==> config.mk <==
export PLATFORM = sky130hd
export DESIGN_NAME = lpc_host_flat
export DESIGN_NICKNAME = d
export VERILOG_FILES = /design/src/rtl/lpc_host_if.sv /design/src/rtl/lpc_host.sv /design/src/flat_wrapper.sv
export SDC_FILE = /design/constraint.sdc
export NUM_CORES = 1
export LEC_CHECK = 0
export CELL_PAD_IN_SITES_DETAIL_PLACEMENT = 1
export CELL_PAD_IN_SITES_GLOBAL_PLACEMENT = 1
export CORE_MARGIN = 3
export CORE_UTILIZATION = 44
export CTS_CLUSTER_DIAMETER = 60
export DETAILED_ROUTE_END_ITERATION = 8
export HOLD_SLACK_MARGIN = 0.06
export PLACE_DENSITY_LB_ADDON = 0.1
export SYNTH_ARGS = -nofsm -noshare
export SYNTH_HDL_FRONTEND = slang
export SYNTH_SLANG_ARGS = --single-unit
==> constraint.sdc <==
create_clock -name clk_i -period 6.5 [get_ports clk_i]
set_clock_uncertainty 0.1 [all_clocks]
set_input_delay 1.625 -clock clk_i [delete_from_list [all_inputs] [get_ports clk_i]]
set_output_delay 1.625 -clock clk_i [all_outputs]
set_load 0.01 [all_outputs]
==> src/rtl/lpc_host_if.sv <==
// ============================================================================
//  Module   : lpc_host_if
//  Brief    : Local request handshake plus LPC LAD/LFRAME# signals for lpc_host
//  Revision : 1.0 - initial release
// ============================================================================
`default_nettype none
`timescale 1ns/1ps

interface lpc_host_if;
  // local request side
  logic        req_i;
  logic        wr_i;
  logic [15:0] addr_i;
  logic [7:0]  wdata_i;
  logic        ready_o;
  logic        done_o;
  logic        err_o;
  logic [7:0]  rdata_o;
  // LPC bus side
  logic        lframe_o;
  logic [3:0]  lad_o;
  logic        lad_oe_o;
  logic [3:0]  lad_i;

  // requester / bus model: drives requests and the sampled LAD value
  modport master (
    output req_i, wr_i, addr_i, wdata_i, lad_i,
    input  ready_o, done_o, err_o, rdata_o, lframe_o, lad_o, lad_oe_o
  );

  // lpc_host itself
  modport slave (
    input  req_i, wr_i, addr_i, wdata_i, lad_i,
    output ready_o, done_o, err_o, rdata_o, lframe_o, lad_o, lad_oe_o
  );
endinterface

`default_nettype wire

==> src/rtl/lpc_host.sv <==
// ============================================================================
//  Module   : lpc_host
//  Brief    : LPC initiator for single-byte TPM read/write cycles
//             (START, CYCTYPE, ADDR, DATA, TAR, SYNC) with wait-state timeouts
//  Revision : 1.0 - initial release
// ============================================================================
`default_nettype none
`timescale 1ns/1ps

module lpc_host #(
  parameter int SYNC_SHORT_MAX = 16,
  parameter int SYNC_LONG_MAX  = 1024,
  parameter int NOSYNC_MAX     = 4
) (
  input  wire logic   clk_i,
  input  wire logic   rst_i,
  lpc_host_if.slave   bus
);

  localparam logic [3:0] c_st_idle  = 4'd0;
  localparam logic [3:0] c_st_start = 4'd1;
  localparam logic [3:0] c_st_cyc   = 4'd2;
  localparam logic [3:0] c_st_addr  = 4'd3;
  localparam logic [3:0] c_st_wdata = 4'd4;
  localparam logic [3:0] c_st_tar1  = 4'd5;
  localparam logic [3:0] c_st_tar2  = 4'd6;
  localparam logic [3:0] c_st_sync  = 4'd7;
  localparam logic [3:0] c_st_rdata = 4'd8;
  localparam logic [3:0] c_st_ftar1 = 4'd9;
  localparam logic [3:0] c_st_ftar2 = 4'd10;
  localparam logic [3:0] c_st_abort = 4'd11;

  // wait counter must hold the largest of the three limits
  localparam int c_max_sl = (SYNC_SHORT_MAX > SYNC_LONG_MAX) ? SYNC_SHORT_MAX : SYNC_LONG_MAX;
  localparam int c_max    = (c_max_sl > NOSYNC_MAX) ? c_max_sl : NOSYNC_MAX;
  localparam int c_cw     = $clog2(c_max + 1);
  localparam logic [c_cw-1:0] c_short  = SYNC_SHORT_MAX[c_cw-1:0];
  localparam logic [c_cw-1:0] c_long   = SYNC_LONG_MAX[c_cw-1:0];
  localparam logic [c_cw-1:0] c_nosync = NOSYNC_MAX[c_cw-1:0];

  logic [3:0]      r_state;
  logic            r_ready, r_done, r_err, r_lframe, r_oe, r_sticky;
  logic [3:0]      r_lad, r_last, r_rlo;
  logic [7:0]      r_rdata, r_wdata;
  logic [15:0]     r_addr;
  logic            r_wr;
  logic [1:0]      r_nib;     // address/data nibble index, reused as ABORT clock count
  logic [c_cw-1:0] r_cnt;     // consecutive clocks of the current SYNC code, 0 = none yet

  logic [c_cw-1:0] w_cnt_n;
  logic [3:0]      w_addr_nib;
  logic            w_proceed, w_abort, w_nosync;

  assign bus.ready_o  = r_ready;
  assign bus.done_o   = r_done;
  assign bus.err_o    = r_err;
  assign bus.rdata_o  = r_rdata;
  assign bus.lframe_o = r_lframe;
  assign bus.lad_o    = r_lad;
  assign bus.lad_oe_o = r_oe;

  // SYNC decode: run length of the sampled code and the resulting decision
  always_comb begin
    w_cnt_n   = ((r_cnt != '0) && (bus.lad_i == r_last)) ? r_cnt + 1'b1 : {{(c_cw-1){1'b0}}, 1'b1};
    w_proceed = (bus.lad_i == 4'h0) || (bus.lad_i == 4'hA);
    w_nosync  = (bus.lad_i == 4'hF) && (w_cnt_n == c_nosync);
    w_abort   = ((bus.lad_i == 4'h5) && (w_cnt_n == c_short)) ||
                ((bus.lad_i == 4'h6) && (w_cnt_n == c_long))  ||
                !((bus.lad_i == 4'h0) || (bus.lad_i == 4'hA) || (bus.lad_i == 4'h5) ||
                  (bus.lad_i == 4'h6) || (bus.lad_i == 4'hF));
    case (r_nib)
      2'd0:    w_addr_nib = r_addr[11:8];
      2'd1:    w_addr_nib = r_addr[7:4];
      2'd2:    w_addr_nib = r_addr[3:0];
      default: w_addr_nib = r_addr[15:12];
    endcase
  end

  // frame sequencer; every output is registered alongside the state
  always_ff @(posedge clk_i) begin
    if (rst_i) begin
      r_state  <= c_st_idle;
      r_ready  <= 1'b1;
      r_done   <= 1'b0;
      r_err    <= 1'b0;
      r_rdata  <= 8'h00;
      r_lframe <= 1'b1;
      r_lad    <= 4'hF;
      r_oe     <= 1'b0;
      r_sticky <= 1'b0;
      r_wr     <= 1'b0;
      r_addr   <= 16'h0000;
      r_wdata  <= 8'h00;
      r_nib    <= 2'd0;
      r_cnt    <= '0;
      r_last   <= 4'h0;
      r_rlo    <= 4'h0;
    end else begin
      r_done <= 1'b0;
      r_err  <= 1'b0;
      case (r_state)
        c_st_idle: begin
          if (bus.req_i) begin
            r_wr     <= bus.wr_i;
            r_addr   <= bus.addr_i;
            r_wdata  <= bus.wdata_i;
            r_ready  <= 1'b0;
            r_sticky <= 1'b0;
            r_lframe <= 1'b0;
            r_lad    <= 4'h5;
            r_oe     <= 1'b1;
            r_state  <= c_st_start;
          end
        end
        c_st_start: begin
          r_lframe <= 1'b1;
          r_lad    <= r_wr ? 4'h2 : 4'h0;
          r_state  <= c_st_cyc;
        end
        c_st_cyc: begin
          r_lad   <= r_addr[15:12];
          r_nib   <= 2'd0;
          r_state <= c_st_addr;
        end
        c_st_addr: begin
          if (r_nib == 2'd3) begin
            r_nib <= 2'd0;
            if (r_wr) begin
              r_lad   <= r_wdata[3:0];
              r_state <= c_st_wdata;
            end else begin
              r_lad   <= 4'hF;
              r_state <= c_st_tar1;
            end
          end else begin
            r_lad <= w_addr_nib;
            r_nib <= r_nib + 2'd1;
          end
        end
        c_st_wdata: begin
          if (r_nib == 2'd0) begin
            r_lad <= r_wdata[7:4];
            r_nib <= 2'd1;
          end else begin
            r_lad   <= 4'hF;
            r_state <= c_st_tar1;
          end
        end
        c_st_tar1: begin
          r_oe    <= 1'b0;
          r_state <= c_st_tar2;
        end
        c_st_tar2: begin
          r_cnt   <= '0;
          r_state <= c_st_sync;
        end
        c_st_sync: begin
          r_cnt  <= w_cnt_n;
          r_last <= bus.lad_i;
          if (w_proceed) begin
            if (bus.lad_i == 4'hA) r_sticky <= 1'b1;
            r_nib   <= 2'd0;
            r_state <= r_wr ? c_st_ftar1 : c_st_rdata;
          end else if (w_abort) begin
            r_lframe <= 1'b0;
            r_lad    <= 4'hF;
            r_oe     <= 1'b1;
            r_nib    <= 2'd0;
            r_state  <= c_st_abort;
          end else if (w_nosync) begin
            r_sticky <= 1'b1;
            r_state  <= c_st_ftar2;
          end
        end
        c_st_rdata: begin
          if (r_nib == 2'd0) begin
            r_rlo <= bus.lad_i;
            r_nib <= 2'd1;
          end else begin
            r_rdata <= {bus.lad_i, r_rlo};
            r_state <= c_st_ftar1;
          end
        end
        c_st_ftar1: begin
          r_state <= c_st_ftar2;
        end
        c_st_ftar2: begin
          r_done  <= 1'b1;
          r_err   <= r_sticky;
          r_ready <= 1'b1;
          r_state <= c_st_idle;
        end
        c_st_abort: begin
          if (r_nib == 2'd3) begin
            r_lframe <= 1'b1;
            r_oe     <= 1'b0;
            r_done   <= 1'b1;
            r_err    <= 1'b1;
            r_ready  <= 1'b1;
            r_state  <= c_st_idle;
          end else begin
            r_nib <= r_nib + 2'd1;
          end
        end
        default: begin
          r_lframe <= 1'b1;
          r_oe     <= 1'b0;
          r_lad    <= 4'hF;
          r_ready  <= 1'b1;
          r_state  <= c_st_idle;
        end
      endcase
    end
  end

endmodule

`default_nettype wire
==> src/flat_wrapper.sv <==
// flat-port wrapper written by rule: the top's interface ports become plain ports
module lpc_host_flat 
#(
  parameter int SYNC_SHORT_MAX = 16,
  parameter int SYNC_LONG_MAX  = 1024,
  parameter int NOSYNC_MAX     = 4
)
  (clk_i, rst_i, bus_req_i, bus_wr_i, bus_addr_i, bus_wdata_i, bus_lad_i, bus_ready_o, bus_done_o, bus_err_o, bus_rdata_o, bus_lframe_o, bus_lad_o, bus_lad_oe_o);
  lpc_host_if bus_i ();
  input  wire logic clk_i;
  input  wire logic rst_i;
  input wire logic [$bits(bus_i.req_i)-1:0] bus_req_i;
  input wire logic [$bits(bus_i.wr_i)-1:0] bus_wr_i;
  input wire logic [$bits(bus_i.addr_i)-1:0] bus_addr_i;
  input wire logic [$bits(bus_i.wdata_i)-1:0] bus_wdata_i;
  input wire logic [$bits(bus_i.lad_i)-1:0] bus_lad_i;
  output wire logic [$bits(bus_i.ready_o)-1:0] bus_ready_o;
  output wire logic [$bits(bus_i.done_o)-1:0] bus_done_o;
  output wire logic [$bits(bus_i.err_o)-1:0] bus_err_o;
  output wire logic [$bits(bus_i.rdata_o)-1:0] bus_rdata_o;
  output wire logic [$bits(bus_i.lframe_o)-1:0] bus_lframe_o;
  output wire logic [$bits(bus_i.lad_o)-1:0] bus_lad_o;
  output wire logic [$bits(bus_i.lad_oe_o)-1:0] bus_lad_oe_o;
  assign bus_i.req_i = bus_req_i;
  assign bus_i.wr_i = bus_wr_i;
  assign bus_i.addr_i = bus_addr_i;
  assign bus_i.wdata_i = bus_wdata_i;
  assign bus_i.lad_i = bus_lad_i;
  assign bus_ready_o = bus_i.ready_o;
  assign bus_done_o = bus_i.done_o;
  assign bus_err_o = bus_i.err_o;
  assign bus_rdata_o = bus_i.rdata_o;
  assign bus_lframe_o = bus_i.lframe_o;
  assign bus_lad_o = bus_i.lad_o;
  assign bus_lad_oe_o = bus_i.lad_oe_o;
  lpc_host #(.SYNC_SHORT_MAX(SYNC_SHORT_MAX), .SYNC_LONG_MAX(SYNC_LONG_MAX), .NOSYNC_MAX(NOSYNC_MAX)) u_core (.clk_i(clk_i), .rst_i(rst_i), .bus(bus_i));
endmodule
==> run_results.csv <==
group,metric,value,unit
pwr,powerDensity,240,mW/mm^2
run,cap_violations,0,
final_layout,syn2layout_area_growth,18.2,%
critical_path,crit_type,"input pin to register",
min_path,min_from,"u_core.r_wdata[3]",
final_layout,fillers,984,
sta,grt_setup_unrepaired,"no",
sta,layout_setup_ws,2650,ps
die,die_x,97.5,um
clock_tree,htreeDepth,3,
sta,setup_viol,0,
placement,portBuffers,48,
synth,avgSynthCellArea,7.75,um^2
critical_path,r2r_slack,3180,ps
synth,synth-seq-area-share,37.0,%
critical_path,crit_arrival,4000,ps
clock_tree,cts_buffer_depth,2,
synth,synth_flop_cell,"dfxtp_1",
sta,relSlewSlack,30.2,%
final_layout,design_area,0.00435,mm^2
clock_tree,cts_sinks,68,
synth,yosysUniqueCellTypes,65,
min_path,min_delay_path_depth,2,
clock_tree,cts_root_buf,"clkbuf_8",
global_route,grt_max_degree,38,
critical_path,r2r_start,"u_core.r_cnt[0]",
final_layout,nets,541,
min_path,hold_path_class,"register to register",
clock_tree,cts_tree,"done",
drt,drc,0,
final_layout,drive_above_1_share,6.69,%
clock_tree,hold_buffers,0,
final_layout,n_antenna_cell,0,
die,die-area,0.00951,mm^2
placement,place_ws,2380,ps
drt,vias_per_cell,5.86,
synth,syn-num-nets,513,
die,ios,49,
clock_tree,cts_buffers,9,
global_route,grt_antenna_before_repair,0,
sta,max_freq,0.259,GHz
sta,drv_slew,0,
critical_path,required,6650,ps
synth,synthCells,475,
pwr,vdd_drop_max,0.108,mV
die,std_cell_rows,32,
die,coreArea,0.00793,mm^2
synth,synth-seq-cells,68,
pwr,power.leakage,0.00155,uW
drt,routed_wl,10700,um
clock_tree,cts.reportedPaths.clkPinSlew,80,ps
drt,drtIter0Drc,196,
critical_path,endpoint_kind,"register",
clock_tree,cts_resized,0,
sta,fin_crit,3850,ps
sta,hold_viol_final,0,
clock_tree,post-cts-setup-buffer-count,0,
drt,dr.pass1.iters,5,
outcome,status,"finished clean",
final_layout,fin_util,54.9,%
global_route,grt_pass1_wl,17800,um
min_path,hold_path_end,"u_core.r_wdata[3]",
sta,setup_tns,0,ps
synth,synth_warnings,0,
critical_path,r2r-end,"u_core.r_state[3]",
drt,num_vias,3574,
global_route,overflow,0,
sta,fin_hold_ws,360,ps
synth,netlist_area,0.00368,mm^2
critical_path,rr_worst_depth,8,
global_route,track_usage,22.7,%
die,die_h,97.5,um
placement,dpl_cell_area,0.00414,mm^2
placement,finalWeightedCongestion,0.877,
critical_path,critical_path.max_fanout,8,
synth,async_reset_ff_share,0,%
drt,drtAntennaViolNets,0,
sta,finalCritPeriodShare,59.3,%
critical_path,cp-start-kind,"input pin",
clock_tree,clk_latency,350,ps
placement,dp_hpwl,7680,um
synth,synth-edff-count,0,
drt,wl_per_cell,17.5,um
sta,worst_pin_slew,1040,ps
global_route,grt_pass1_vias,3443,
die,start_util,46.5,%
area by class of cell:
class / instances / area (um^2) / share of cell area (%)
clock buffers: 10 / 128 / 2.93
inverters: 13 / 48.8 / 1.12
multi-input cells: 362 / 2120 / 48.6
flip-flops and latches: 68 / 1360 / 31.3
well taps: 102 / 128 / 2.93
clock inverters: 6 / 88.8 / 2.04
repair buffers: 49 / 483 / 11.1
metal layers:
| layer | vias to the layer above | global-route usage (%) | share of wire, % | wire length [um] |
|---|---|---|---|---|
| met5 | - | 0 | 0 | 0 |
| met4 | 0 | 6.82 | 1.2 | 123 |
| li1 | 1748 | - | - | - |
| met3 | 9 | 3.37 | 4.0 | 428 |
| met1 | 1734 | 32.5 | 51 | 5400 |
| met2 | 83 | 35.0 | 44 | 4730 |
placed cells by master (no fill, tap or decap), types with 2 or more instances in the layout:
cell type,n
and3_1,2
a21oi_1,52
a211oi_1,3
nand2_1,81
xor2_1,6
inv_1,13
a311oi_1,4
ha_1,6
clkdlybuf4s50_1,47
nand3_2,2
nor3_1,10
nand3_1,15
dfxtp_1,68
a31oi_1,3
clkbuf_8,9
o21ai_0,32
and2_1,3
clkinvlp_4,2
nor2_1,54
bufinv_16,2
a222oi_1,4
o211ai_1,2
nand4_1,5
nand3b_1,4
a41oi_1,2
nand2b_1,3
a32o_1,2
a21oi_2,2
a22oi_1,4
nor4_1,2
o211a_1,3
o2111ai_1,2
o21a_1,3
and4_1,2
or3_1,3
nand4b_1,2
mux2i_1,15
o31a_1,3
sequential cells by signal (all words and copies together) (netlist names):
| signal | flops |
|---|---|
| u_core.bus.done_o | 1 |
| u_core.bus.err_o | 1 |
| u_core.bus.lad_o | 4 |
| u_core.bus.lad_oe_o | 1 |
| u_core.bus.lframe_o | 1 |
| u_core.bus.rdata_o | 8 |
| u_core.bus.ready_o | 1 |
| u_core.r_addr | 16 |
| u_core.r_cnt | 11 |
| u_core.r_last | 4 |
| u_core.r_nib | 2 |
| u_core.r_rlo | 4 |
| u_core.r_state | 4 |
| u_core.r_sticky | 1 |
| u_core.r_wdata | 8 |
| u_core.r_wr | 1 |
cells in the mapped netlist, drive strengths merged, types with 2 or more instances:
master   instances  area, um^2
a2111oi          2        36.3
a211oi           3        22.5
a21oi           54         278
a222oi           4        40.0
a22oi            4        30.0
a311oi           4        35.0
a31oi            3        18.8
a32o             2        20.0
a41oi            2        17.5
and2             3        18.8
and3             3        23.8
and4             2        17.5
buf             12        81.3
clkbuf          20        75.1
dfxtp           68        1360
ha               6        75.1
inv             13        48.8
mux2i           15         150
nand2           82         315
nand2b           3        18.8
nand3           17        95.1
nand3b           4        30.0
nand4            5        31.3
nand4b           2        17.5
nor2            54         203
nor3            11        60.1
nor4             3        33.8
o2111ai          2        17.5
o211a            3        30.0
o211ai           2        15.0
o21a             3        22.5
o21ai           33         169
o31a             3        26.3
o31ai            2        20.0
or3              4        30.0
xor2             6        52.6
power by group:
part / leakage [uW] / internal (uW) / total [uW] / switching [uW]
Sequential: 0.000554 / 445 / 472 / 26.9
Clock: 0.000102 / 216 / 387 / 171
Combinational: 0.000897 / 77.1 / 188 / 111
Total: 0.00155 / 738 / 1050 / 309
kinds of logic (layout without fill, tap and decap cells):
logic type | after synthesis | count (layout) | synth area share, %
AND/OR/NAND/NOR | 200 | 200 | 26.0
AO/OA/AOI/OAI | 134 | 134 | 23.7
flip-flops | 68 | 68 | 37.0
buffers and inverters | 45 | 78 | 5.57
adder cells (fa/ha/maj) | 6 | 6 | 2.04
multiplexers | 15 | 15 | 4.08
XOR/XNOR | 7 | 7 | 1.66
how the worst max path moves through the flow:
stage / endpoint / slack, ps / startpoint
after floorplan: u_core.r_cnt[3] / 3020 / bus_lad_i[2]
after global placement: u_core.r_cnt[3] / 2460 / bus_lad_i[3]
after detailed placement: u_core.r_state[3] / 2380 / bus_lad_i[0]
after CTS: u_core.r_state[3] / 2740 / bus_lad_i[0]
after global routing: u_core.r_cnt[3] / 2530 / bus_lad_i[2]
final: u_core.r_state[3] / 2650 / bus_lad_i[0]
metrics by stage:
stage                     instances  total power [uW]
after floorplan                 475               592
after global placement          594               661
after detailed placement        594               667
after CTS                       610              1050
after global routing            610              1100
final                           610              1050
worst max-delay path, cell delays in order:
cell and delay [ps]:
clkdlybuf4s50_1 630, and2_1 220, nand3_1 90, a2111oi_0 650
o2111ai_1 210, nand3_1 190, nand4b_1 120, a32o_1 260
Note: power is estimated with default switching activity, not from simulation.
